<file path="src/rtl/prog_mem_loader_if.sv">
// prog_mem_loader_if: byte load stream and CPU fetch port of the program memory loader
interface prog_mem_loader_if #(
   parameter int WORD_W = 32,
   parameter int ADDR_W = 8
);
   logic              load_valid;
   logic [7:0]        load_byte;
   logic              load_last;
   logic              load_ready;
   logic              fetch_req;
   logic [ADDR_W-1:0] fetch_addr;
   logic              fetch_valid;
   logic [WORD_W-1:0] fetch_data;
   logic              fetch_err;
   modport master (
      output load_valid, load_byte, load_last, fetch_req, fetch_addr,
      input  load_ready, fetch_valid, fetch_data, fetch_err
   );
   modport slave (
      input  load_valid, load_byte, load_last, fetch_req, fetch_addr,
      output load_ready, fetch_valid, fetch_data, fetch_err
   );
endinterface

</file>
<file path="src/rtl/prog_mem_loader.sv">
// prog_mem_loader: big-endian byte stream to word memory loader with CPU fetch port; PROG_MEM_LOADER_CHECKSUM_EN adds an XOR checksum output
module prog_mem_loader #(
   parameter int WORD_W = 32,
   parameter int DEPTH  = 16,
   parameter int ADDR_W = 8
) (
   input  logic              clk,
   input  logic              reset,
   input  logic              restart,
   prog_mem_loader_if.slave  bus,
   output logic              cpu_hold,
   output logic [ADDR_W-1:0] words_loaded,
   output logic              load_err
`ifdef PROG_MEM_LOADER_CHECKSUM_EN
   ,
   output logic [7:0]        checksum
`endif
);
   localparam int NB = WORD_W / 8;
   localparam int BW = NB > 1 ? $clog2(NB) : 1;
   localparam int PW = $clog2(DEPTH + 1);
   localparam int IW = $clog2(DEPTH);
   typedef enum logic [1:0] {IDLE, LOAD, RUN} state_t;
   state_t            state, state_n;
   logic [WORD_W-1:0] mem [DEPTH];
   logic [WORD_W-1:0] acc, acc_n;
   logic [BW-1:0]     bcnt;
   logic [PW-1:0]     wr_ptr;
   logic              acc_ok, full, wr_en, clr, hit, serve;
   assign acc_ok = bus.load_valid && bus.load_ready;
   assign full   = wr_ptr == PW'(DEPTH);
   assign wr_en  = acc_ok && !full && (bcnt == BW'(NB - 1) || bus.load_last);
   assign acc_n  = acc | (WORD_W'(bus.load_byte) << (WORD_W - 8 - 8 * int'(bcnt)));
   assign clr    = !reset || (state == RUN && restart);
   assign hit    = 32'(bus.fetch_addr) < 32'(wr_ptr);
   assign serve  = state == RUN && bus.fetch_req;
   assign words_loaded = ADDR_W'(wr_ptr);
   // state register
   always_ff @(posedge clk)
      state <= !reset ? IDLE : state_n;
   // next state: first byte leaves IDLE, a last byte ends loading, restart leaves RUN
   always_comb
      state_n = state == RUN ? (restart ? IDLE : RUN) : acc_ok ? (bus.load_last ? RUN : LOAD) : state;
   // loader stays ready and holds the CPU until a program is complete
   always_comb begin
      bus.load_ready = state != RUN;
      cpu_hold       = state != RUN;
   end
   // word assembly; overflow bytes are swallowed and flagged
   always_ff @(posedge clk) begin
      if (clr) begin
         wr_ptr   <= '0;
         bcnt     <= '0;
         acc      <= '0;
         load_err <= 1'b0;
      end else if (acc_ok && full) begin
         load_err <= 1'b1;
      end else if (acc_ok) begin
         acc    <= wr_en ? '0 : acc_n;
         bcnt   <= wr_en ? '0 : bcnt + BW'(1);
         wr_ptr <= wr_en ? wr_ptr + PW'(1) : wr_ptr;
      end
   end
   // memory is never cleared; words_loaded gates what a fetch may see
   always_ff @(posedge clk)
      if (reset && wr_en) mem[IW'(wr_ptr)] <= acc_n;
   // one-cycle fetch response, bounded by words_loaded
   always_ff @(posedge clk) begin
      bus.fetch_valid <= reset && serve;
      bus.fetch_err   <= reset && serve && !hit;
      bus.fetch_data  <= reset && serve && hit ? mem[IW'(bus.fetch_addr)] : '0;
   end
`ifdef PROG_MEM_LOADER_CHECKSUM_EN
   // running XOR of every accepted byte, overflow bytes included
   always_ff @(posedge clk)
      checksum <= clr ? 8'h00 : acc_ok ? checksum ^ bus.load_byte : checksum;
`endif
endmodule

</file>
<file path="src/flat_wrapper.sv">
// flat-port wrapper written by rule: the top's interface ports become plain ports
module prog_mem_loader_flat 
#(
   parameter int WORD_W = 32,
   parameter int DEPTH  = 16,
   parameter int ADDR_W = 8
)
  (clk, reset, restart, cpu_hold, words_loaded, load_err, bus_load_valid, bus_load_byte, bus_load_last, bus_fetch_req, bus_fetch_addr, bus_load_ready, bus_fetch_valid, bus_fetch_data, bus_fetch_err);
  prog_mem_loader_if #(.WORD_W(WORD_W), .ADDR_W(ADDR_W)) bus_i ();
  input  logic clk;
  input  logic reset;
  input  logic restart;
  output logic cpu_hold;
  output logic [ADDR_W-1:0] words_loaded;
  output logic load_err;
  input wire logic [$bits(bus_i.load_valid)-1:0] bus_load_valid;
  input wire logic [$bits(bus_i.load_byte)-1:0] bus_load_byte;
  input wire logic [$bits(bus_i.load_last)-1:0] bus_load_last;
  input wire logic [$bits(bus_i.fetch_req)-1:0] bus_fetch_req;
  input wire logic [$bits(bus_i.fetch_addr)-1:0] bus_fetch_addr;
  output wire logic [$bits(bus_i.load_ready)-1:0] bus_load_ready;
  output wire logic [$bits(bus_i.fetch_valid)-1:0] bus_fetch_valid;
  output wire logic [$bits(bus_i.fetch_data)-1:0] bus_fetch_data;
  output wire logic [$bits(bus_i.fetch_err)-1:0] bus_fetch_err;
  assign bus_i.load_valid = bus_load_valid;
  assign bus_i.load_byte = bus_load_byte;
  assign bus_i.load_last = bus_load_last;
  assign bus_i.fetch_req = bus_fetch_req;
  assign bus_i.fetch_addr = bus_fetch_addr;
  assign bus_load_ready = bus_i.load_ready;
  assign bus_fetch_valid = bus_i.fetch_valid;
  assign bus_fetch_data = bus_i.fetch_data;
  assign bus_fetch_err = bus_i.fetch_err;
  prog_mem_loader #(.WORD_W(WORD_W), .DEPTH(DEPTH), .ADDR_W(ADDR_W)) u_core (.clk(clk), .reset(reset), .restart(restart), .bus(bus_i), .cpu_hold(cpu_hold), .words_loaded(words_loaded), .load_err(load_err));
endmodule
</file>
<file path="config.mk">
export PLATFORM = sky130hd
export DESIGN_NAME = prog_mem_loader_flat
export DESIGN_NICKNAME = d
export VERILOG_FILES = /design/src/rtl/prog_mem_loader_if.sv /design/src/rtl/prog_mem_loader.sv /design/src/flat_wrapper.sv
export SDC_FILE = /design/constraint.sdc
export NUM_CORES = 1
export LEC_CHECK = 0
export BUFFER_PORTS_ARGS = -buffer_cell sky130_fd_sc_hd__buf_4
export CAP_MARGIN = 20
export CORE_ASPECT_RATIO = 0.6
export CORE_UTILIZATION = 50
export CTS_CLUSTER_SIZE = 14
export DETAILED_ROUTE_END_ITERATION = 10
export HOLD_SLACK_MARGIN = 0.03
export PLACE_DENSITY = 0.66
export SYNTH_ARGS = -nofsm -noshare
export SYNTH_HDL_FRONTEND = slang
export SYNTH_SLANG_ARGS = --single-unit
</file>
<file path="constraint.sdc">
create_clock -name clk -period 4.1 [get_ports clk]
set_clock_uncertainty 0.15 [all_clocks]
set_input_delay 0.41 -clock clk [delete_from_list [all_inputs] [get_ports clk]]
set_output_delay 0.41 -clock clk [all_outputs]
set_load 0.02 [all_outputs]
</file>
# Yosys cells after proc, flatten, opt, wreduce, memory -nomap -nowiden
# Memory sizes are Yosys's and may differ from the RTL's. A register that Yosys moved wholly into a read port is not among the register bits.
# Index checks and enable logic that the tools add are counted.
[totals] ff_bits=44 latch_bits=0 mem_bits_rw=512 rom_bits=0 output_inout_bits=45 n_memories=1
[classes] add_sub_neg=3 mul=0 n_div=0 magnitude_cmp=1 eq_ne=4 shift=1 mux=8 n_bitwise=2 reduce_logical=19
[mem_list] name="u_core.mem" words=16 width=32 read_ports=1 rd_ports_with_merged_regs=1 wr=1 line="prog_mem_loader.sv:25" rtl="logic [WORD_W-1:0] mem [DEPTH];"
[op_table] operator="32-bit two-way mux" count=1
[op_table] operator="32-bit OR" count=1
[op_table] operator="8-bit by 32-bit << shifter with 32-bit output" count=1
[op_table] operator="1-bit logical AND" count=10
[op_table] operator="2-bit two-way mux" count=5
[op_table] operator="8-bit by 5-bit less-than comparator with 1-bit output" count=1
[op_table] operator="5-bit by 5-bit subtractor with 6-bit output (first input constant)" count=1
[op_table] operator="5-bit by 1-bit adder with 5-bit output (second input constant)" count=1
[op_table] operator="5-bit == test (second input constant)" count=1
[op_table] operator="2-bit == test (second input constant)" count=2
[op_table] operator="1-bit logical NOT" count=4
[op_table] operator="3-bit AND reduction" count=1
[op_table] operator="2-bit by 1-bit adder with 2-bit output (second input constant)" count=1
[op_table] operator="1-bit logical OR" count=2
[op_table] operator="1-bit two-way mux" count=2
[op_table] operator="2-bit != test (second input constant)" count=1
[op_table] operator="2-bit AND reduction" count=1
[op_table] operator="2-bit nonzero test" count=1
[op_table] operator="1-bit inverter" count=1

# Logic depth before layout (Yosys ltp)
# Gate-level depths: netlist of run 1.
[depth] depth_word=7 ltp_mapped=9 depth_no_buf=6

# Worst setup path before layout of run 1
# Ideal clock, no wire load.
[synth_path] path_kind="flip-flop to flip-flop" startpoint="reg u_core.wr_ptr[0]" endpoint="mem u_core.mem[0][0] (enable)" setup_time_ns=0.421 arrival_ns=3.406 slack_ns=0.123 path_stages_with_launch=8 path_buffers=1 synth_period_minus_slack_ns=3.977 cell_sequence="dfxtp_1 -> inv_1 -> ha_1 -> and4bb_4 -> or4b_1 -> buf_2 -> or3_1 -> nor2_1"
[synth_via] elab_chain_len=7
[synth_rtl] item="start: declaration" line="prog_mem_loader.sv:28" rtl="logic [PW-1:0] wr_ptr;"
[synth_rtl] item="start signal: assignment" line="prog_mem_loader.sv:61" rtl="wr_ptr <= wr_en ? wr_ptr + PW'(1) : wr_ptr;"
[synth_rtl] item="5-bit == test" line="prog_mem_loader.sv:31" rtl="assign full = wr_ptr == PW'(DEPTH);"
[synth_rtl] item="1-bit logical NOT" line="prog_mem_loader.sv:32" rtl="assign wr_en = acc_ok && !full && (bcnt == BW'(NB - 1) || bus.load_last);"
[synth_rtl] item="1-bit logical AND (2 in series)" line="prog_mem_loader.sv:32"
[synth_rtl] item="1-bit logical AND" line="prog_mem_loader.sv:66" rtl="if (reset && wr_en) mem[IW'(wr_ptr)] <= acc_n;"
[synth_rtl] item="1-bit two-way mux" line="prog_mem_loader.sv:66"
[synth_rtl] item="1-bit two-way mux (implied by the code)" line="prog_mem_loader.sv:66"
[synth_rtl] item="end: declaration" line="prog_mem_loader.sv:25"
# Parallel ways exist; a longest one is shown, timed or not.

# Worst setup path in the final report of run 1
[layout_path] startpoint="reg u_core.wr_ptr[0]" endpoint="mem u_core.mem[1][11] (enable)"
# The elaborated chain is that of the path after synthesis.

==> impl_results.md, run 1 <==
* Outcome: complete, but fails checks
* Violated checks: design-rule violations
* Max-cap viol count at 0
* Rows at 59
* Largest net degree at the start of global routing at 66
* Placed Area at 23,600 um^2
* Grt total ovfl at 0
* Final Slew Violations at 0
* Gate count of the mapped netlist at 1,221
* Die X-Extent at 274 um
* GRT Util Overall at 0.228
* Least-Margin Pin Slew at 0.962 ns
* Initial Util at 0.510
* Post-synthesis cell type count at 39
* WP data arrival at 3.50 ns
* # H-tree levels at 2
* Min Tclk post-route at 3.44 ns
* Pwr Density at 464 nW/um^2
* Worst-path clk slew at 0.07 ns
* Filler cells at 3,228
* Core Footprint at 43,600 um^2
* Avg WL per Cell at 25.9 um
* Final setup violation count at 0
* CP Class: reg2reg
* Drt initial violations at 1,091
* Hold Path Class: in2reg
* Port bufs at 63
* Clk_lat worst skew at 0.59 ns
* Seq/Total Area, Yosys at 0.761
* First-pass GRT wire length at 74,500 um
* Antenna-violating nets left at 0
* Root buf cell: clkbuf_16
* Fmax at 0.291 GHz
* Die area at 45,300 um^2
* Share of layout cells above drive strength 1 at 0.184
* Gpl congestion at 0.763
* RSZ-0062 raised after global routing: false
* Via density at 5.94
* Critical Path Sink Type: flip-flop
* Slowest CP cell: or4b_1
* Post-synth EDFFs at 512
* Cell leakage power at 8.71 nW
* Final count of hold timing violations at 0
* Final period util at 0.839
* Inserted Diodes at 0
* Post-cts sizing count at 0
* Non-filler cells, final at 1,922
* Routed vias at 11,400
* Via count of the first global-routing pass at 11,400
* Initial antenna violation count at 0
* Critical Path Max Stage Delay at 0.68 ns
* Peak supply drop at 0.256 mV
* Synth Area per Inst at 18.2 um^2
* Setup_tns at 0 ns
* FF+latch count, synth at 588
* Post-synthesis instance area at 22,200 um^2
* Area Growth Syn to Fin at 13.8%
* Reg area at 16,900 um^2
* Cts bufs inserted at 52
* Synth Flop Type: edfxtp_1
* Layout net count at 1,331
* CTS tree: yes
* HPWL Detailed at 28,800 um
* Yosys warning count at 0
* CP Launch Type: flip-flop
* I/O pin count at 67
* CP top delay family: simple AND/OR/NAND/NOR gates
* Critical path peak fanout at 32
* DRC at 4
* 1st-pass router iterations at 8
* Crit-path cells: inv_1, ha_1, and4bb_4, or4b_1, or3_1, nor2_4, buf_4
* Post-synth ARST share at 0
* Headroom to the max-slew limit at 0.359
* Clock sinks at 588
* Final wirelength at 49,900 um
* Critical Path RT at 4.16 ns
* Longest Clk Path Bufs at 3
* Area of the multi-input gates at 5040 um^2
* Inst Count DP at 1,813
* Cell area after layout at 25,300 um^2
* Buf/Inv on CP at 2
* Die height at 165 um
stage by stage:
stage / hold WS [ns] / power [mW] / util / setup WS, ns
floorplan: 0.289 / 7.06 / - / 0.123
global placement: 0.299 / 7.26 / 0.541 / 0.792
detailed placement: 0.306 / 7.27 / 0.541 / 0.757
CTS: 0.0302 / 11.8 / 0.580 / 0.712
global route: 0.0549 / 12.1 / 0.580 / 0.528
finish: 0.0387 / 11.7 / 0.580 / 0.660
registers in the layout, indices dropped and copies added (netlist names):
signal	flops
u_core.mem	512
u_core.bcnt	2
u_core.bus.fetch_err	1
u_core.bus.fetch_data	32
u_core.bus.fetch_valid	1
u_core.state	2
u_core.wr_ptr	5
u_core.acc	32
u_core.load_err	1
timing repair:
action                                 4_1_cts  5_1_grt
setup buffers                                0        0
endpoints found under the hold margin       28        0
hold buffers                                12        0
setup endpoints to repair                    0        0
per-layer routing:
metal,GRT usage,up-vias,part of all wire
li1,-,5041,-
met1,0.341,5872,0.45
met2,0.339,433,0.44
met3,0.0487,75,0.080
met4,0.0601,0,0.023
met5,0,-,0
cells by family after synthesis:
family                     synth area share
other                              0.000169
muxes                                 0.124
and+or+nand+nor                      0.0201
AOI/OAI and AO/OA                    0.0707
xor gates and xnor gates           0.000789
adders and majority gates           0.00507
DFF                                   0.761
buffers and inverters                0.0184
tightest hold or removal path, cell delays in order:
cell	delay (ns)
buf_4	0.17
a21oi_1	0.08
nor2_1	0.07
cell usage after synthesis (all sizes together), types with 2 or more instances:
library cell | instances | area share
a21o | 33 | 0.011
a21oi | 71 | 0.016
a221oi | 32 | 0.013
a22oi | 32 | 0.011
and2 | 2 | 0.00056
and4b | 4 | 0.0018
buf | 35 | 0.0081
clkbuf | 49 | 0.0085
clkinv | 2 | 0.00034
dfxtp | 76 | 0.069
edfxtp | 512 | 0.69
ha | 9 | 0.0051
inv | 9 | 0.0015
mux2i | 130 | 0.059
mux4 | 64 | 0.065
nand2 | 8 | 0.0014
nand2b | 2 | 0.00056
nand3 | 2 | 0.00045
nand4 | 2 | 0.00056
nor2 | 57 | 0.0096
nor2b | 5 | 0.0014
o211ai | 33 | 0.011
o21ai | 37 | 0.0083
or3 | 5 | 0.0016
placed cells by master, fill, tap and decap left out, types with 17 or more instances in the layout:
cell         n
nor2_1      40
a221oi_1    32
o211ai_1    33
a21o_1      33
buf_4       82
nor2_4      17
clkbuf_16   53
dfxtp_1     76
mux4_2      64
o21ai_0     28
mux2i_1    130
clkbuf_1    27
a21oi_1     71
edfxtp_1   512
a22oi_1     32
power by group:
group / internal (mW) / switching (mW) / total, mW
clock: 2.48 / 2.08 / 4.57
sequential: 6.55 / 0.0143 / 6.57
combinational: 0.192 / 0.389 / 0.581
total: 9.23 / 2.49 / 11.7
final timing paths:
path,depth (start not counted),startpoint,slack (ns),endpoint
worst max-delay path,7,u_core.wr_ptr[0],0.66,u_core.mem[1][11]
worst min-delay path,3,bus_load_byte[1],0.04,u_core.acc[1]
worst max register to register,7,u_core.wr_ptr[0],0.66,u_core.mem[1][11]
worst min register to register,2,u_core.acc[18],0.32,u_core.acc[18]
cell type report:
type / instances / area share
Multi-Input combinational cell: 540 / 0.199
Inverter: 11 / 0.00163
Clock buffer: 84 / 0.0587
Tap cell: 579 / 0.0287
Clock inverter: 13 / 0.00347
Timing Repair Buffer: 107 / 0.0392
Sequential cell: 588 / 0.669
No activity file was read; power rests on OpenSTA's default activity.
==> inputs of run 2 (changes only) <==
==> constraint.sdc (replaced) <==
create_clock -name clk -period 3.2 [get_ports clk]
set_clock_uncertainty 0.15 [all_clocks]
set_input_delay 0.32 -clock clk [delete_from_list [all_inputs] [get_ports clk]]
set_output_delay 0.32 -clock clk [all_outputs]
set_load 0.02 [all_outputs]
==> run 2 against run 1 <==
The run still ends with design-rule violations left; via count grew 3.0%; design area rose by 1.0%; non-clock buffer count up 31; critical path depth did not move; hold slack better by 0.030 ns; die area unchanged; register-to-register slack lost 0.47 ns; critical endpoint is now u_core.mem[0][27]; largest cell class unchanged.
==> impl_results.md, run 2 (synthesis results as in run 1) <==
* Outcome: complete, but fails checks
* Violated checks: design-rule violations
* GRT Util Overall at 0.233
* Inst Count DP at 1,837
* WP data arrival at 3.12 ns
* Die X-Extent at 274 um
* Hold Path End: u_core.wr_ptr[4]
* Antenna-violating nets left at 0
* Initial Util at 0.510
* # H-tree levels at 2
* Final setup violation count at 0
* Inserted Diodes at 0
* Critical Path RT at 3.32 ns
* Min Tclk post-route at 3.01 ns
* Register-to-Register Path Depth at 7
* Max reg flops at 512
* Final count of hold timing violations at 0
* Die height at 165 um
* Post-cts sizing count at 0
* Setup_tns at 0 ns
* Grt total ovfl at 0
* Share of layout cells above drive strength 1 at 0.193
* Largest net degree at the start of global routing at 66
* CP Class: reg2reg
* Hold Crit Depth at 5
* Worst-path clk slew at 0.06 ns
* Longest Clk Path Bufs at 3
* Biggest register: u_core.mem
* RSZ-0062 raised after global routing: false
* Critical path peak fanout at 15
* Most frequent cells in the layout: edfxtp_1, mux2i_1, buf_4, dfxtp_1, a21oi_1
* CTS tree: yes
* R2r setup slk at 0.19 ns
* Cts bufs inserted at 50
* Final period util at 0.940
* HPWL Detailed at 30,000 um
* Root buf cell: clkbuf_16
* Rows at 59
* Hold Path Class: in2reg
* Drt initial violations at 1,334
* Final wirelength at 51,600 um
* Core Footprint at 43,600 um^2
* Critical Path Sink Type: flip-flop
* Fmax at 0.332 GHz
* Die area at 45,300 um^2
* Gpl congestion at 0.783
* Hold_sp: restart
* Via count of the first global-routing pass at 11,500
* Port bufs at 63
* Cell leakage power at 8.84 nW
* Avg WL per Cell at 26.5 um
* RR Endpoint: u_core.mem[0][27]
* Clock sinks at 588
* Slowest CP cell: or4b_1
* Critical Path Max Stage Delay at 0.54 ns
* Initial antenna violation count at 2
* Layout net count at 1,360
* Least-Margin Pin Slew at 0.963 ns
* Final Slew Violations at 0
* DRC at 6
* Commonest non-fill, non-tap cell in the layout: edfxtp_1
* Max-cap viol count at 0
* Clk_lat worst skew at 0.59 ns
* CP Launch Type: flip-flop
* Routed vias at 11,800
* Crit-path cells: inv_1, ha_1, and4bb_4, or4b_1, or3_1, nor2_4, buf_4
* Top Registers: u_core.mem (512), u_core.acc (32), u_core.bus.fetch_data (32)
* R2r startpoint: u_core.wr_ptr[1]
* Area Growth Syn to Fin at 15.0%
* I/O pin count at 67
* Pwr Density at 587 nW/um^2
* Via density at 6.04
* Non-filler cells, final at 1,949
* Peak supply drop at 0.379 mV
* Worst hold slack at 0.0686 ns
* Headroom to the max-slew limit at 0.356
* 1st-pass router iterations at 8
* First-pass GRT wire length at 75,800 um
==> run 2: worst max-delay path: cells and delay by family, from the launching register on <==
family / cells / cell delay (ns)
fa+ha+maj: 1 / 0.22
buf+inv: 2 / 0.40
simple gates: 4 / 1.50
flops: 1 / 0.42
==> run 2: cell type report <==
type	count	area, um^2
fill	3258	18000
sequential	588	16900
multi-input combinational	540	5040
clock buffer	86	1440
timing repair buffer	138	1300
tap	579	724
clock inverter	7	82.6
inverter	11	41.3
==> run 2: stage by stage <==
stage	total power, mW	utilization	setup WS (ns)	instance area, um^2
floorplan	9.05	-	-0.292	22200
global placement	9.33	0.547	0.299	23800
detailed placement	9.35	0.547	0.223	23800
CTS	15.1	0.586	0.201	25500
global route	15.4	0.586	0.0936	25500
finish	15.0	0.586	0.191	25500
==> run 2: how the worst max path moves through the flow <==
| stage | from | slack [ns] | cells past startpoint | to |
|---|---|---|---|---|
| floorplan | u_core.wr_ptr[0] | -0.29 | 7 | u_core.mem[0][0] |
| global placement | u_core.wr_ptr[1] | 0.30 | 7 | u_core.mem[0][26] |
| detailed placement | u_core.wr_ptr[1] | 0.22 | 7 | u_core.mem[0][26] |
| CTS | u_core.wr_ptr[1] | 0.20 | 7 | u_core.mem[0][27] |
| global route | u_core.wr_ptr[1] | 0.09 | 7 | u_core.mem[0][31] |
| finish | u_core.wr_ptr[1] | 0.19 | 7 | u_core.mem[0][27] |
==> run 2: where the power goes <==
| group | internal (mW) | total (mW) | leakage, nW | switching, mW |
|---|---|---|---|---|
| registers | 8.39 | 8.41 | 5.34 | 0.0172 |
| clock network | 3.14 | 5.79 | 0.730 | 2.65 |
| logic | 0.265 | 0.788 | 2.78 | 0.523 |
==> run 2: repair_timing <==
action	CTS	global route
endpoints found under the hold margin	42	0
hold buffers	19	0
setup buffers	0	0
setup endpoints to repair	0	0
==> run 2: metal layers <==
layer	global-route usage	vias up	wire length, um	share of wire
met4	0.0576	2	1010	0.020
met2	0.352	455	23300	0.45
li1	-	5101	-	-
met1	0.352	6131	23400	0.45
met3	0.0435	75	3930	0.076
met5	0	-	9	0.00017
==> inputs of run 3 (changes only) <==
--- a/config.mk
+++ b/config.mk
@@ -5,6 +5,7 @@
 export SDC_FILE = /design/constraint.sdc
 export NUM_CORES = 1
 export LEC_CHECK = 0
+export ABC_AREA = 1
 export BUFFER_PORTS_ARGS = -buffer_cell sky130_fd_sc_hd__buf_4
 export CAP_MARGIN = 20
 export CORE_ASPECT_RATIO = 0.6
==> run 3 against run 2 <==
The run now ends clean; synthesized cell count increased by 110%; clock-buffer cell count decreased by 5; power increased by 5.1%; critical path depth increased by 1; die area increased by 14%; clock power increased by 8.3%.
==> impl_results.md, run 3 <==
* Commonest non-fill, non-tap cell in the layout: nand2_1
* Postcts setup bufs at 0
* Buf/Inv on CP at 2
* Hold Path Class: in2reg
* Most frequent cell after synthesis: nand2_1
* Die height at 177 um
* Area Growth Syn to Fin at 12.1%
* Fmax at 0.371 GHz
* Critical path peak fanout at 23
* Metal2 WL at 28,800 um
* Avg WL per Cell at 19.1 um
* Met1 WL at 28,400 um
* Most frequent cells in the layout: nand2_1, edfxtp_1, inv_1, nand3_1, buf_4
* Port bufs at 63
* CP Launch Type: flip-flop
* Post-synth ARST share at 0
* Gate power share at 0.067
* HPWL Detailed at 36,200 um
* First-pass GRT wire length at 97,300 um
* Post-synth EDFFs at 512
* Top Registers: u_core.mem (512), u_core.acc (32), u_core.bus.fetch_data (32)
* CTS tree: yes
* Final count of hold timing violations at 0
* Post-synthesis instance area at 25,400 um^2
* Yosys warning count at 0
* GRT Util Overall at 0.249
* Post-synthesis cell type count at 32
* Final Util at 0.572
* Longest Clk Path Bufs at 3
* Die X-Extent at 293 um
* Crit-path cells: inv_1, ha_1, nand3_2, nand3_1, nor2_4, nand2_1, nor2_4, buf_12
* FF+latch count, synth at 588
* Critical Path Sink Type: flip-flop
* Clk_lat worst skew at 0.60 ns
* Worst-path clk slew at 0.06 ns
* Routed met3 length at 5090 um
* Final wirelength at 63,600 um
* Net switching power at 3.58 mW
* Max reg flops at 512
* RSZ-0062 raised after global routing: false
* Root buf cell: clkbuf_16
* Total power at 15.8 mW
* Final Slew Violations at 0
* Final setup violation count at 0
* Biggest register: u_core.mem
* Final period util at 0.842
* Post-synth top area cell: edfxtp_1
* Setup_tns at 0 ns
* Synth area leaders: edfxtp_1, nand2_1, nand3_1, inv_1, dfxtp_1
* Drt initial violations at 1,873
* Slowest CP cell: nor2_4
* Outcome: finished clean
* Switching share of power at 0.227
* Rows at 63
* Min Tclk post-route at 2.69 ns
* Inserted Diodes at 0
* Core Footprint at 49,700 um^2
* Pwr Density at 554 nW/um^2
* Largest net degree at the start of global routing at 149
* Top sig layer: met4
* Via count of the first global-routing pass at 16,600
* Least-Margin Pin Slew at 0.883 ns
* Clock sinks at 588
* Critical Path RT at 3.33 ns
* 1st-pass router iterations at 6
* Initial antenna violation count at 0
* WP data arrival at 2.82 ns
* Placed Area at 26,600 um^2
* CP Class: reg2reg
* Synth Area per Inst at 9.93 um^2
* Int Power at 12.2 mW
* Via density at 5.15
* Cell leakage power at 12.5 nW
* Critical Path Max Stage Delay at 0.44 ns
* # H-tree levels at 2
* Gate count of the mapped netlist at 2,557
* Routed vias at 17,200
* Seq/Total Area, Yosys at 0.666
* Initial Util at 0.510
* Share of layout cells above drive strength 1 at 0.0806
* Die area at 51,700 um^2
* DRC at 0
* Most frequent cells after synthesis: nand2_1, edfxtp_1, inv_1, nand3_1, dfxtp_1
* Cts bufs inserted at 53
* Share of the synthesized area in the top cell type at 0.606
* I/O pin count at 67
* Gpl congestion at 0.834
* Max-cap viol count at 0
* Critical Path Most Common Cell: nor2_4
* Clock power share at 0.398
* Synth Flop Type: edfxtp_1
* Antenna-violating nets left at 0
* Grt total ovfl at 0
* Layout net count at 2,643
* Headroom to the max-slew limit at 0.409
* Seq pwr share at 0.535
* Peak supply drop at 0.408 mV
* CP top delay family: simple AND/OR/NAND/NOR gates
* Cell area after layout at 28,500 um^2
==> run 3: changes by cell type after synthesis, moves of 45 or more <==
cell	delta
nand3_1	+386
mux2i_1	-130
inv_1	+493
buf_2	+45
mux4_2	-64
nand2_1	+784
==> run 3: worst paths after layout <==
kind	cells past startpoint	to	slack, ns	from
max	8	u_core.mem[2][4]	0.51	u_core.wr_ptr[0]
min	6	u_core.wr_ptr[4]	0.1	restart
max reg2reg	8	u_core.mem[2][4]	0.51	u_core.wr_ptr[0]
min reg2reg	2	u_core.acc[24]	0.30	u_core.acc[24]
==> run 3: cell type report <==
cell class	instances	area (um^2)
clock buffer	81	1560
clock inverter	16	126
fill	4167	21300
inverter	508	1910
multi-input combinational	1337	5910
sequential	588	16900
tap	682	853
timing repair buffer	124	1210
==> run 3: kinds of logic after synthesis <==
kind of cell | share of synthesized area
DFF | 0.666
xor gates and xnor gates | 0.000690
and+or+nand+nor | 0.213
buffers and inverters | 0.107
AOI/OAI and AO/OA | 0.00966
adders and majority gates | 0.00444
other | 0.000148
==> run 3: power by group through the flow <==
stage	clock network (mW)	registers (mW)	logic, mW
floorplan	0	8.59	0.678
global placement	0	8.60	1.01
detailed placement	0	8.60	1.03
CTS	6.36	8.43	1.05
global route	6.65	8.43	1.16
finish	6.27	8.43	1.06
==> run 3: per-layer routing <==
metal  vias to the layer above  GRT usage
li1                       8191          -
met1                      8207      0.366
met2                       690      0.394
met3                        98     0.0324
met4                         0     0.0637
met5                         -          0
==> run 3: through the flow <==
step,instances,hold WS [ns],setup WS (ns)
finish,3336,0.0988,0.507
global route,3336,0.109,0.341
CTS,3336,0.0724,0.512
detailed placement,3223,0.297,0.536
global placement,3223,0.293,0.549
floorplan,2559,0.275,-0.167
==> run 3: timing repair <==
item                                    CTS  global route
endpoints found under the hold margin    33             0
endpoints found under the setup margin    0             0
hold buffers                             16             0
gates resized for setup                   0             0
==> run 3: tightest hold or removal path, stage by stage <==
cell	delay [ns]
buf_4	0.07
inv_1	0.04
o21ai_2	0.15
inv_1	0.11
nand2_1	0.09
nor2_1	0.03
